--- config.mk ---
export PLATFORM = sky130hd
export DESIGN_NAME = ysyx_24100012_trap_ctrl
export DESIGN_NICKNAME = d
export VERILOG_FILES = /design/src/rtl/ysyx_24100012_trap_ctrl_pkg.sv /design/src/rtl/ysyx_24100012_mstatus_upd.sv /design/src/rtl/ysyx_24100012_trap_ctrl.sv
export SDC_FILE = /design/constraint.sdc
export NUM_CORES = 1
export LEC_CHECK = 0
export BUFFER_PORTS_ARGS = -buffer_cell sky130_fd_sc_hd__buf_4
export CAP_MARGIN = 20
export CORE_MARGIN = 1.5
export CORE_UTILIZATION = 45
export DETAILED_ROUTE_END_ITERATION = 10
export GPL_TIMING_DRIVEN = 0
export PLACE_DENSITY = 0.87
export SETUP_SLACK_MARGIN = 0.15
export SYNTH_ARGS = -nofsm -noshare
export SYNTH_HDL_FRONTEND = slang
export SYNTH_SLANG_ARGS = --single-unit
--- constraint.sdc ---
create_clock -name clk -period 4.5 [get_ports clk]
set_clock_uncertainty 0.15 [all_clocks]
set_input_delay 0.45 -clock clk [delete_from_list [all_inputs] [get_ports clk]]
set_output_delay 0.45 -clock clk [all_outputs]
set_load 0.02 [all_outputs]
--- src/rtl/ysyx_24100012_trap_ctrl_pkg.sv ---
// Shared definitions for the machine-mode trap controller: request codes,
// CSR addresses, cause values, mstatus bit positions and FSM encodings.
package ysyx_24100012_trap_ctrl_pkg;

  typedef enum logic [1:0] {
    TT_NONE  = 2'b00,
    TT_ECALL = 2'b01,
    TT_MRET  = 2'b10,
    TT_RSVD  = 2'b11
  } trap_type_e;

  localparam logic [11:0] CSR_MSTATUS = 12'h300;
  localparam logic [11:0] CSR_MTVEC   = 12'h305;
  localparam logic [11:0] CSR_MEPC    = 12'h341;
  localparam logic [11:0] CSR_MCAUSE  = 12'h342;

  localparam logic [31:0] CAUSE_ECALL_M   = 32'h0000_000B;
  localparam logic [31:0] CAUSE_IRQ_EXT_M = 32'h8000_000B;

  localparam int MST_MIE    = 3;
  localparam int MST_MPIE   = 7;
  localparam int MST_MPP_LO = 11;
  localparam int MST_MPP_HI = 12;

  typedef enum logic [2:0] {
    S_IDLE,
    S_W_EPC,
    S_W_CAUSE,
    S_W_MST,
    S_W_MRET,
    S_REDIR
  } state_e;

  // TRAP covers both ecall and external interrupt entry.
  typedef enum logic {
    KIND_TRAP = 1'b0,
    KIND_MRET = 1'b1
  } kind_e;

endpackage

--- src/rtl/ysyx_24100012_mstatus_upd.sv ---
// Computes the new mstatus value for trap entry (stack MIE into MPIE, enter M)
// or for mret (pop MPIE back into MIE, drop to U).
module ysyx_24100012_mstatus_upd
  import ysyx_24100012_trap_ctrl_pkg::*;
#(
  parameter int DATA_WIDTH = 32
) (
  input  logic [DATA_WIDTH-1:0] old_mst,
  input  logic                  kind,
  output logic [DATA_WIDTH-1:0] new_mst
);

  always_comb begin
    new_mst = old_mst;
    if (kind == KIND_MRET) begin
      new_mst[MST_MIE]               = old_mst[MST_MPIE];
      new_mst[MST_MPIE]              = 1'b1;
      new_mst[MST_MPP_HI:MST_MPP_LO] = 2'b00;
    end else begin
      new_mst[MST_MPIE]              = old_mst[MST_MIE];
      new_mst[MST_MIE]               = 1'b0;
      new_mst[MST_MPP_HI:MST_MPP_LO] = 2'b11;
    end
  end

endmodule

--- src/rtl/ysyx_24100012_trap_ctrl.sv ---
// Machine-mode trap controller: sequences the mepc/mcause/mstatus writes for
// ecall and external interrupts, the mstatus write for mret, then redirects fetch.
module ysyx_24100012_trap_ctrl
  import ysyx_24100012_trap_ctrl_pkg::*;
#(
  parameter int DATA_WIDTH = 32,
  parameter int ADDR_WIDTH = 32
) (
  input  logic                  clk,
  input  logic                  rst,
  input  logic                  trap_valid,
  input  logic [1:0]            trap_type,
  input  logic [ADDR_WIDTH-1:0] trap_pc,
  output logic                  trap_ready,
  input  logic                  irq_pending,
  input  logic [ADDR_WIDTH-1:0] next_pc,
  output logic                  irq_ack,
  output logic [11:0]           csr_ridx,
  input  logic [DATA_WIDTH-1:0] csr_rdata,
  output logic                  csr_wen,
  output logic [11:0]           csr_widx,
  output logic [DATA_WIDTH-1:0] csr_wdata,
  output logic                  redirect_valid,
  output logic [ADDR_WIDTH-1:0] redirect_pc,
  output logic                  busy
);

  state_e                state;
  kind_e                 kind_q;
  logic [ADDR_WIDTH-1:0] pc_q;
  logic [DATA_WIDTH-1:0] cause_q;
  logic [DATA_WIDTH-1:0] mst_new;
  logic                  is_idle;
  logic                  mie;
  logic                  irq_take;

  assign is_idle    = (state == S_IDLE);
  assign trap_ready = is_idle;
  assign busy       = !is_idle;

  // In IDLE the read port points at mstatus, so rdata carries the live MIE bit.
  assign mie      = csr_rdata[MST_MIE];
  assign irq_take = is_idle && !trap_valid && irq_pending && mie;
  assign irq_ack  = irq_take && rst;

  ysyx_24100012_mstatus_upd #(
    .DATA_WIDTH(DATA_WIDTH)
  ) u_mstatus_upd (
    .old_mst(csr_rdata),
    .kind   (kind_q),
    .new_mst(mst_new)
  );

  always_ff @(posedge clk or negedge rst) begin
    if (!rst) begin
      state   <= S_IDLE;
      kind_q  <= KIND_TRAP;
      pc_q    <= '0;
      cause_q <= '0;
    end else begin
      case (state)
        S_IDLE: begin
          if (trap_valid) begin
            case (trap_type)
              TT_ECALL: begin
                pc_q    <= trap_pc;
                cause_q <= DATA_WIDTH'(CAUSE_ECALL_M);
                kind_q  <= KIND_TRAP;
                state   <= S_W_EPC;
              end
              TT_MRET: begin
                kind_q <= KIND_MRET;
                state  <= S_W_MRET;
              end
              default: ;
            endcase
          end else if (irq_take) begin
            pc_q    <= next_pc;
            cause_q <= DATA_WIDTH'(CAUSE_IRQ_EXT_M);
            kind_q  <= KIND_TRAP;
            state   <= S_W_EPC;
          end
        end
        S_W_EPC:   state <= S_W_CAUSE;
        S_W_CAUSE: state <= S_W_MST;
        S_W_MST:   state <= S_REDIR;
        S_W_MRET:  state <= S_REDIR;
        S_REDIR:   state <= S_IDLE;
        default:   state <= S_IDLE;
      endcase
    end
  end

  // Read index and write port are pure state decode; rdata feeds straight through.
  always_comb begin
    csr_ridx       = CSR_MSTATUS;
    csr_wen        = 1'b0;
    csr_widx       = '0;
    csr_wdata      = '0;
    redirect_valid = 1'b0;
    redirect_pc    = '0;
    case (state)
      S_W_EPC: begin
        csr_wen   = 1'b1;
        csr_widx  = CSR_MEPC;
        csr_wdata = DATA_WIDTH'(pc_q);
      end
      S_W_CAUSE: begin
        csr_wen   = 1'b1;
        csr_widx  = CSR_MCAUSE;
        csr_wdata = cause_q;
      end
      S_W_MST, S_W_MRET: begin
        csr_wen   = 1'b1;
        csr_widx  = CSR_MSTATUS;
        csr_wdata = mst_new;
      end
      S_REDIR: begin
        csr_ridx       = (kind_q == KIND_MRET) ? CSR_MEPC : CSR_MTVEC;
        redirect_valid = 1'b1;
        redirect_pc    = {csr_rdata[ADDR_WIDTH-1:2], 2'b00};
      end
      default: ;
    endcase
  end

endmodule

==> flow_metrics.tcl, run 1 <==
set metrics [dict create \
    cts_tree "yes" \
    drc 0 \
    synth_top_area_frac 0.3434 \
    first_pass_iters 4 \
    critPathBufInv 4 \
    status "complete, no violations" \
    final_cell_mix "197 x buf_4, 63 x mux2_2, 38 x dfrtp_1" \
    area_growth_pct 56.67 \
    clk_pin_slew_ps 80 \
    maxCapViolations 0 \
    rsz0062_at_grt "no" \
    hold_end "cause_q[3]$_DFFE_PN0P_" \
    critPathLaunchType "flop" \
    hp-class "flop to flop" \
    cts_buffer_depth 2 \
    synth-edff-count 0 \
    finalSetupViolCount 0 \
    max_freq_ghz 0.3419 \
    min_from "cause_q[3]$_DFFE_PN0P_" \
    grt_pass1_vias 2696 \
    min_period_ps 2925 \
    r2r_end "pc_q[10]$_DFFE_PN0P_" \
    ys.flop_type "dfrtp_1" \
    tightest_slew_ps 648.0 \
    wl_per_cell_um 16.28 \
    grt_pass1_wl_mm 13.05 \
    rows 28 \
    synthCells 258 \
    ctsHoldBuffers 1 \
    ctsRootBufferMaster "clkbuf_8" \
    final_core_util 0.7327 \
    finalHoldViolations 0 \
    synth-async-reset-ratio 1.000 \
    yosysWarnings 0 \
    grt-ovfl-total 0 \
    fillers 465 \
    yosys-top-cells-area "dfrtp_1 34%, mux2_2 26%, a22o_1 7.9%" \
    core_area_um2 5921 \
    yosysSeqAreaShare 0.3434 \
    critPathCaptureType "output port" \
    drt_wl_total_mm 8.676 \
    grt_use_total 0.2582 \
    dieArea_um2 6632 \
    port_buffers 175 \
    num_antenna_cells 0 \
    p_per_area_nw_per_um2 562.6 \
    required_ps 3900 \
    postCtsSetupBuffers 0 \
    ctsResizeCount 0 \
    drive_above_1_share 0.6114 \
    leakage_nw 2.200 \
    arrival_ps 2330 \
    slew_headroom 0.5680 \
    globalplace.congestion 0.7685 \
    grt_max_degree 40 \
    avgSynthCellArea_um2 10.73 \
    dieHeight_um 81.44 \
    reg2reg_depth 7 \
    rr_startpoint "state[0]$_DFFE_PN0P_" \
    worst_path_largest_cell_delay_ps 470 \
    via_per_inst 5.084 \
    final_common_cell "buf_4" \
    cp_max_fo 10 \
    ys_seq_elements 38 \
    initial_core_util 0.4677 \
    synth_cell_type_count 38 \
    hold-path-cell-count 1 \
    layout.nets 561 \
    slew_violations 0 \
    yosysTopAreaCell "dfrtp_1" \
    vdd_ir_drop_max_mv 0.4205 \
    h-tree-depth 2 \
    fin_crit_sh 0.6501 \
    ant_nets 0 \
    cpLargestDelayFamily "buffers and inverters" \
    ios 195 \
    crit_type "flop to output port" \
    cp_common_cell "clkbuf_1" \
    r2r_slack_ps 2460 \
    fin_tns_setup_ps 0 \
    syn_area_um2 2769 \
    cpMaxStageDelayCell "clkbuf_1" \
    drt_iter0_drc 92 \
    antenna_found_initial 0 \
    cts_inserted_buffers 5 \
    clkSinkCount 38 \
    dp_hpwl_mm 6.878 \
    insertion_delay_ps 280 \
    path_cells "clkbuf_1 -> nor3b_1 -> clkbuf_1 -> buf_2 -> a22o_1 -> buf_4" \
    die_w_um 81.44 \
    via_count 2710 \
]
[metrics by stage]
step / instance area [um2] / hold WS, ps / power, mW / worst slack, ps / instances
detailed placement: 4237 / 303.4 / 2.205 / 1867 / 524
floorplan: 2829 / 4.409 / 1.590 / 2275 / 274
global placement: 4237 / 299.3 / 2.158 / 1914 / 524
CTS: 4338 / 321.5 / 2.453 / 1556 / 533
global route: 4338 / 342.2 / 2.594 / 1382 / 533
finish: 4338 / 318.9 / 2.440 / 1575 / 533
[layer usage]
| metal | track usage | vias to the layer above | wire, um |
|---|---|---|---|
| met5 | 0 | - | 0 |
| met1 | 0.2914 | 1307 | 3229 |
| met2 | 0.4876 | 117 | 4768 |
| met4 | 0.07586 | 0 | 89 |
| li1 | - | 1276 | - |
| met3 | 0.04889 | 10 | 588 |
[registers in the layout, summed over array words and instances, names as in the netlist]
signal   count
cause_q      2
pc_q        32
state        3
kind_q       1
[power by group]
part / switching, mW / leakage, nW / internal (mW) / total, mW
clock network: 0.118 / 0.0482 / 0.124 / 0.241
logic: 0.828 / 1.70 / 0.763 / 1.59
registers: 0.100 / 0.455 / 0.509 / 0.609
[area by class of cell]
cell class | count | area, um2 | area share
multi-input combinational | 191 | 1548 | 0.3568
timing repair buffer | 176 | 1324 | 0.3052
sequential | 38 | 950.9 | 0.2192
buffer | 40 | 306.5 | 0.07067
tap | 75 | 93.84 | 0.02163
clock buffer | 7 | 86.33 | 0.01990
inverter | 5 | 23.77 | 0.005480
clock inverter | 1 | 5.005 | 0.001154
[kinds of logic after synthesis]
family | share of synthesized area
other | 0.002712
DFF | 0.3434
buffers and inverters | 0.1193
AOI/OAI and AO/OA | 0.1342
xor gates and xnor gates | 0.003164
and+or+nand+nor | 0.1243
adders and majority gates | 0.009036
muxes | 0.2639
[cells in the mapped netlist (2+ instances only)]
library cell / count
a21oi_1: 2
and3b_1: 2
nor3b_1: 3
nand2_1: 4
buf_12: 3
clkbuf_1: 9
dfrtp_1: 38
o21ai_0: 9
a31oi_1: 3
nor2_1: 7
ha_1: 2
buf_6: 3
o21a_1: 2
and2_1: 33
buf_2: 2
a32oi_1: 3
a22o_1: 25
conb_1: 2
buf_4: 22
mux2_2: 63
inv_1: 4
[worst max-delay path by stage]
stage	from	to	slack (ps)	depth (start not counted)
after floorplan	state[1]$_DFFE_PN0P_	csr_wdata[7]	2280	4
after global placement	state[2]$_DFFE_PN0P_	csr_wdata[30]	1910	6
after detailed placement	state[2]$_DFFE_PN0P_	csr_wdata[25]	1870	6
after CTS	state[2]$_DFFE_PN0P_	csr_wdata[25]	1560	6
after global routing	state[2]$_DFFE_PN0P_	csr_wdata[25]	1380	6
final	state[2]$_DFFE_PN0P_	csr_wdata[25]	1570	6
[worst register-to-register path, stage by stage (launching register included)]
cell	delay [ps]
dfrtp_1	390
buf_6	140
or3_4	380
clkinv_4	90
o21a_1	130
buf_6	150
buf_12	150
mux2_2	340
Note: power is estimated with default switching activity, not from simulation.
==> inputs of run 2 (changes only) <==
--- a/config.mk
+++ b/config.mk
@@ -5,13 +5,14 @@
 export SDC_FILE = /design/constraint.sdc
 export NUM_CORES = 1
 export LEC_CHECK = 0
+export ABC_AREA = 1
 export BUFFER_PORTS_ARGS = -buffer_cell sky130_fd_sc_hd__buf_4
 export CAP_MARGIN = 20
 export CORE_MARGIN = 1.5
-export CORE_UTILIZATION = 45
+export CORE_UTILIZATION = 39
 export DETAILED_ROUTE_END_ITERATION = 10
 export GPL_TIMING_DRIVEN = 0
-export PLACE_DENSITY = 0.87
+export PLACE_DENSITY = 0.79
 export SETUP_SLACK_MARGIN = 0.15
 export SYNTH_ARGS = -nofsm -noshare
 export SYNTH_HDL_FRONTEND = slang
==> constraint.sdc (replaced) <==
create_clock -name clk -period 2.6 [get_ports clk]
set_clock_uncertainty 0.15 [all_clocks]
set_input_delay 0.26 -clock clk [delete_from_list [all_inputs] [get_ports clk]]
set_output_delay 0.26 -clock clk [all_outputs]
set_load 0.02 [all_outputs]
==> flow_metrics.tcl, run 2 <==
set metrics [dict create \
    status "complete, no violations" \
    layout.nets 773 \
    num_antenna_cells 0 \
    wl_per_cell_um 11.86 \
    yosys-top-cells-area "dfrtp_1 33%, nand2_1 28%, buf_4 7.2%" \
    r2r_end "pc_q[12]$_DFFE_PN0P_" \
    initial_core_util 0.4028 \
    cpMaxStageDelayCell "dfrtp_1" \
    ctsRootBufferMaster "clkbuf_8" \
    seqCellArea_um2 950.9 \
    ios 195 \
    globalplace.congestion 0.7784 \
    drive_above_1_share 0.3597 \
    cp_max_fo 10 \
    grt_max_degree 40 \
    yosysTopAreaCell "dfrtp_1" \
    crit_end "csr_ridx[0]" \
    hp-class "input pin to flop" \
    critPathLaunchType "flop" \
    required_ps 2190 \
    worst_slack_ps 445.2 \
    yosysWarnings 0 \
    synth-edff-count 0 \
    path_cells "inv_2 -> nand3_1 -> buf_2 -> inv_1 -> buf_4 -> buf_4" \
    fin_hold_ws_ps 140.9 \
    ys_seq_elements 38 \
    synth_cell_type_count 22 \
    yosys.cell_count.top_type "nand2_1" \
    rows 31 \
    cts_buffer_depth 2 \
    slew_headroom 0.6623 \
    die_w_um 89.55 \
    cp_common_cell "buf_4" \
    clkSinkCount 38 \
    ant_nets 0 \
    worst_path_largest_cell_delay_ps 450 \
    crit_type "flop to output port" \
    dieArea_um2 8019 \
    syn_area_um2 2922 \
    core_area_um2 7253 \
    synth_top_family_by_area "simple AND/OR/NAND/NOR gates" \
    synth_top_area_frac 0.3255 \
    largest_register_ffs 32 \
    rr_startpoint "state[1]$_DFFE_PN0P_" \
    yosysSeqAreaShare 0.3255 \
    muxShareOfSynthArea 0 \
    via_per_inst 4.411 \
    fillers 689 \
    cts_inserted_buffers 5 \
    arrival_ps 1740 \
    postCtsSetupBuffers 0 \
    top_layer "met4" \
    vdd_ir_drop_max_mv 0.3210 \
    synth_xor_xnor_area_share 0 \
    cts_tree "yes" \
    multi_input_area_um2 1515 \
    dp_hpwl_mm 7.362 \
    grt_pass1_wl_mm 13.60 \
    insertion_delay_ps 290 \
    drt-met1-wl_mm 3.883 \
    dieHeight_um 89.55 \
    final_common_cell "nand2_1" \
    finalSetupViolCount 0 \
    fin_tns_setup_ps 0 \
    final_cell_mix "216 x nand2_1, 203 x buf_4, 43 x nor2_1" \
    grt_use_total 0.2229 \
    critPathCaptureType "output port" \
    h-tree-depth 2 \
    port_buffers 175 \
    drt_wl_total_mm 9.124 \
    antenna_found_initial 0 \
    maxCapViolations 0 \
    drc 0 \
    reg_top3 "pc_q x32, state x3, cause_q x2" \
    grt_pass1_vias 2962 \
    synthTopCellsByCount "216 x nand2_1, 43 x nor2_1, 41 x inv_1" \
    ctsResizeCount 0 \
    regMostFlops "pc_q" \
    synthSimpleGateAreaFrac 0.4330 \
    min_period_ps 2155 \
    avgSynthCellArea_um2 6.216 \
    drt_iter0_drc 84 \
    synthCells 470 \
    clk_pin_slew_ps 70 \
    r2r_slack_ps 1090 \
    p_per_area_nw_per_um2 935.2 \
    max_freq_ghz 0.4641 \
    finalHoldViolations 0 \
    met3_length_um 519 \
    tightest_slew_ps 501.2 \
    ys.flop_type "dfrtp_1" \
    reg2reg_depth 7 \
    leakage_nw 2.786 \
    power_mw 4.228 \
    rsz0062_at_grt "no" \
    crit_start "state[1]$_DFFE_PN0P_" \
    synth-async-reset-ratio 1.000 \
    first_pass_iters 4 \
    wl_met2_mm 4.619 \
    area_growth_pct 54.73 \
    pre_cts_ws_ps 738.2 \
    slew_violations 0 \
    via_count 3392 \
    fin_crit_sh 0.8288 \
    grt-ovfl-total 0 \
    synthAdderAreaFrac 0.008565 \
    synth_compound_area_frac 0.05396 \
]
-- run 2: how the worst min path moves through the flow --
stage / startpoint / endpoint / slack (ps) / cells after the start
floorplan: rst / cause_q[31]$_DFFE_PN0P_ / -190 / 0
global placement: rst / state[1]$_DFFE_PN0P_ / 110 / 1
detailed placement: rst / state[1]$_DFFE_PN0P_ / 110 / 1
CTS: next_pc[26] / pc_q[26]$_DFFE_PN0P_ / 140 / 5
global route: next_pc[0] / pc_q[0]$_DFFE_PN0P_ / 160 / 5
finish: next_pc[29] / pc_q[29]$_DFFE_PN0P_ / 140 / 5
-- run 2: what timing repair did --
item / in CTS / in global routing
setup endpoints to repair: 0 / 0
endpoints found under the hold margin: 38 / 0
hold buffers: 1 / 0
-- run 2: power breakdown --
part / internal, mW / leakage (nW) / switching, mW
logic: 1.11 / 2.26 / 1.65
clock network: 0.214 / 0.0482 / 0.201
registers: 0.875 / 0.475 / 0.172
total: 2.20 / 2.79 / 2.02
-- run 2: area by class of cell --
type / count / share of cell area
flip-flops and latches: 38 / 0.2104
repair buffers: 176 / 0.2928
clock buffers: 7 / 0.01910
clock inverters: 1 / 0.001107
multi-input cells: 357 / 0.3352
inverters: 45 / 0.03792
plain buffers: 46 / 0.07611
well taps: 99 / 0.02740
-- run 2: metrics by stage --
step           area (um2)  std cells  utilization
2_1_floorplan        2982        486            -
3_3_place_gp         4419        760       0.6093
3_5_place_dp         4419        760       0.6093
4_1_cts              4521        769       0.6233
5_1_grt              4521        769       0.6233
6_report             4521        769       0.6233
-- run 2: layer usage --
| metal | up-vias | track usage |
|---|---|---|
| met5 | - | 0 |
| met4 | 0 | 0.06154 |
| met3 | 9 | 0.02585 |
| met2 | 126 | 0.4043 |
| met1 | 1475 | 0.2778 |
| li1 | 1782 | - |
-- run 2: cells by family (layout without fill, tap and decap cells) --
group / after synthesis / in the layout
buf+inv: 91 / 275
flops: 38 / 38
other cells: 2 / 18
fa+ha+maj: 2 / 2
simple gates: 307 / 307
compound gates: 30 / 30
-- run 2: critical path: cells and delay by family (launching register included) --
kind / cells / cell delay [ps]
flops: 1 / 450
simple gates: 1 / 230
buf+inv: 5 / 760
==> inputs of run 3 (changes only) <==
--- a/config.mk
+++ b/config.mk
@@ -5,14 +5,14 @@
 export SDC_FILE = /design/constraint.sdc
 export NUM_CORES = 1
 export LEC_CHECK = 0
-export ABC_AREA = 1
+export ABC_AREA = 0
 export BUFFER_PORTS_ARGS = -buffer_cell sky130_fd_sc_hd__buf_4
 export CAP_MARGIN = 20
 export CORE_MARGIN = 1.5
-export CORE_UTILIZATION = 39
+export CORE_UTILIZATION = 38
 export DETAILED_ROUTE_END_ITERATION = 10
 export GPL_TIMING_DRIVEN = 0
-export PLACE_DENSITY = 0.79
+export PLACE_DENSITY = 0.78
 export SETUP_SLACK_MARGIN = 0.15
 export SYNTH_ARGS = -nofsm -noshare
 export SYNTH_HDL_FRONTEND = slang
==> constraint.sdc (replaced) <==
create_clock -name clk -period 1.88 [get_ports clk]
set_clock_uncertainty 0.15 [all_clocks]
set_input_delay 0.188 -clock clk [delete_from_list [all_inputs] [get_ports clk]]
set_output_delay 0.188 -clock clk [all_outputs]
set_load 0.02 [all_outputs]
==> flow_metrics.tcl, run 3 (synthesized netlist as in run 1, its figures left out) <==
set metrics [dict create \
    status "finished, violations left" \
    violations "negative hold slack, negative setup slack" \
    core_area_um2 6907 \
    required_ps 1900 \
    clk_pin_slew_ps 80 \
    grt_pass1_vias 2896 \
    cpLargestDelayFamily "buffers and inverters" \
    path_cells "buf_6 -> or3_4 -> clkinv_4 -> o21a_1 -> buf_6 -> buf_4 -> buf_12 -> mux2_4" \
    final_common_cell "buf_4" \
    insertion_delay_ps 280 \
    dieHeight_um 88.36 \
    critPathLaunchType "flop" \
    stdcell_area_um2 5238 \
    seqCellArea_um2 952.2 \
    via_per_inst 5.022 \
    final_core_util 0.7583 \
    ios 195 \
    dp_hpwl_mm 6.918 \
    cp_max_fo 9 \
    finalHoldViolations 38 \
    dieArea_um2 7807 \
    critical_path_depth 8 \
    crit_type "flop to flop" \
    ctsRootBufferMaster "clkbuf_8" \
    grt_max_degree 40 \
    fin_tns_setup_ps -14470 \
    h-tree-depth 2 \
    vdd_ir_drop_max_mv 0.6822 \
    grt_use_total 0.2542 \
    cts_tree "yes" \
    critPathBufInv 5 \
    finalSetupViolCount 103 \
    r2r_end "pc_q[3]$_DFFE_PN0P_" \
    layout.nets 585 \
    critPathCaptureType "flop" \
    antenna_found_initial 0 \
    globalplace.congestion 0.7972 \
    cp_common_cell "buf_6" \
    reg2reg_depth 8 \
    slew_violations 0 \
    cts_buffer_depth 2 \
    port_buffers 175 \
    crit_end "pc_q[3]$_DFFE_PN0P_" \
    drt_wl_total_mm 10.24 \
    worst_path_largest_cell_delay_ps 420 \
    drt_iter0_drc 86 \
    leakage_nw 2.603 \
    maxCapViolations 0 \
    drc 0 \
    p_per_area_nw_per_um2 1387 \
    reg_top3 "pc_q x32, state x3, cause_q x2" \
    num_antenna_cells 0 \
    slew_headroom 0.5525 \
    ant_nets 0 \
    largest_register_ffs 32 \
    final_cell_mix "150 x buf_4, 68 x buf_6, 37 x dfrtp_1" \
    layout.cells.non_filler 578 \
    multi_input_area_um2 1813 \
    power_mw 7.266 \
    fin_crit_sh 1.110 \
    die_w_um 88.36 \
    rr_startpoint "state[0]$_DFFE_PN0P_" \
    dp.cells 545 \
    min_period_ps 2087 \
    regMostFlops "pc_q" \
    worst_slack_ps -207.4 \
    initial_core_util 0.4009 \
    clkSinkCount 38 \
    grt-ovfl-total 0 \
    cpMaxStageDelayCell "or3_4" \
    area_growth_pct 89.15 \
    r2r_slack_ps -210 \
    max_freq_ghz 0.4791 \
    via_count 2903 \
    cts_inserted_buffers 5 \
    arrival_ps 2110 \
    drive_above_1_share 0.7386 \
    place_area_um2 4370 \
    hp-class "input pin to asynchronous set/reset pin" \
    tightest_slew_ps 671.3 \
    first_pass_iters 4 \
    grt_pass1_wl_mm 14.93 \
    fin_hold_ws_ps -282.2 \
    fillers 500 \
    crit_start "state[0]$_DFFE_PN0P_" \
    rsz0062_at_grt "yes" \
    wl_per_cell_um 17.71 \
    rows 30 \
]
## run 3: cell count changes in the layout (fill, tap and decap cells not counted), sizes merged, moves of 3 or more
| cell | before | now |
|---|---|---|
| a22o | 0 | 25 |
| a31oi | 0 | 3 |
| a32oi | 0 | 3 |
| and2 | 0 | 33 |
| buf | 221 | 235 |
| clkbuf | 7 | 11 |
| inv | 45 | 4 |
| mux2 | 0 | 64 |
| nand2 | 219 | 4 |
| nand3 | 41 | 1 |
| nor2 | 44 | 7 |
| nor3b | 0 | 3 |
| o21ai | 29 | 9 |
## run 3: worst min path at each step
stage                         endpoint  from  slack, ps
4_1_cts        cause_q[31]$_DFFE_PN0P_   rst       -270
3_3_place_gp       pc_q[0]$_DFFE_PN0P_   rst         40
3_5_place_dp       pc_q[0]$_DFFE_PN0P_   rst         40
5_1_grt            pc_q[1]$_DFFE_PN0P_   rst       -250
2_1_floorplan  cause_q[31]$_DFFE_PN0P_   rst       -260
6_report           pc_q[0]$_DFFE_PN0P_   rst       -280
## run 3: routing by layer
metal	global-route usage	vias up	share of wire	routed length [um]
met4	0.06108	0	0.015	153
met2	0.4636	161	0.52	5337
met1	0.3113	1401	0.38	3936
met5	0	-	0	0
li1	-	1329	-	-
met3	0.04478	12	0.079	809
## run 3: layout make-up
| cell class | instances | area share |
|---|---|---|
| plain buffers | 40 | 0.07668 |
| clock buffers | 6 | 0.01577 |
| clock inverters | 2 | 0.002389 |
| inverters | 5 | 0.004539 |
| multi-input cells | 191 | 0.3462 |
| flip-flops and latches | 38 | 0.1818 |
| well taps | 96 | 0.02293 |
| repair buffers | 200 | 0.3497 |
## run 3: where the power goes
group          switching (mW)  leakage, nW  total, mW  internal [mW]
clock network           0.306       0.0472      0.601          0.295
registers               0.269        0.454       1.49           1.22
logic                    2.37         2.10       5.18           2.80
total                    2.95         2.60       7.27           4.32
## run 3: per-stage QoR
step / hold WS [ps] / setup WS [ps]
2_1_floorplan: -257.6 / -65.53
3_3_place_gp: 42.43 / -491.6
3_5_place_dp: 44.28 / -546.8
4_1_cts: -269.0 / -153.8
5_1_grt: -245.1 / -276.6
6_report: -282.2 / -207.4
## run 3: repair_timing
| item | in CTS | in global routing |
|---|---|---|
| endpoints found under the setup margin | 106 | 108 |
| setup buffers | 18 | 2 |
| cloned | 4 | 1 |
| gates resized for setup | 123 | 31 |
| pin swaps | 22 | 8 |
| hold endpoints to repair | 38 | 38 |
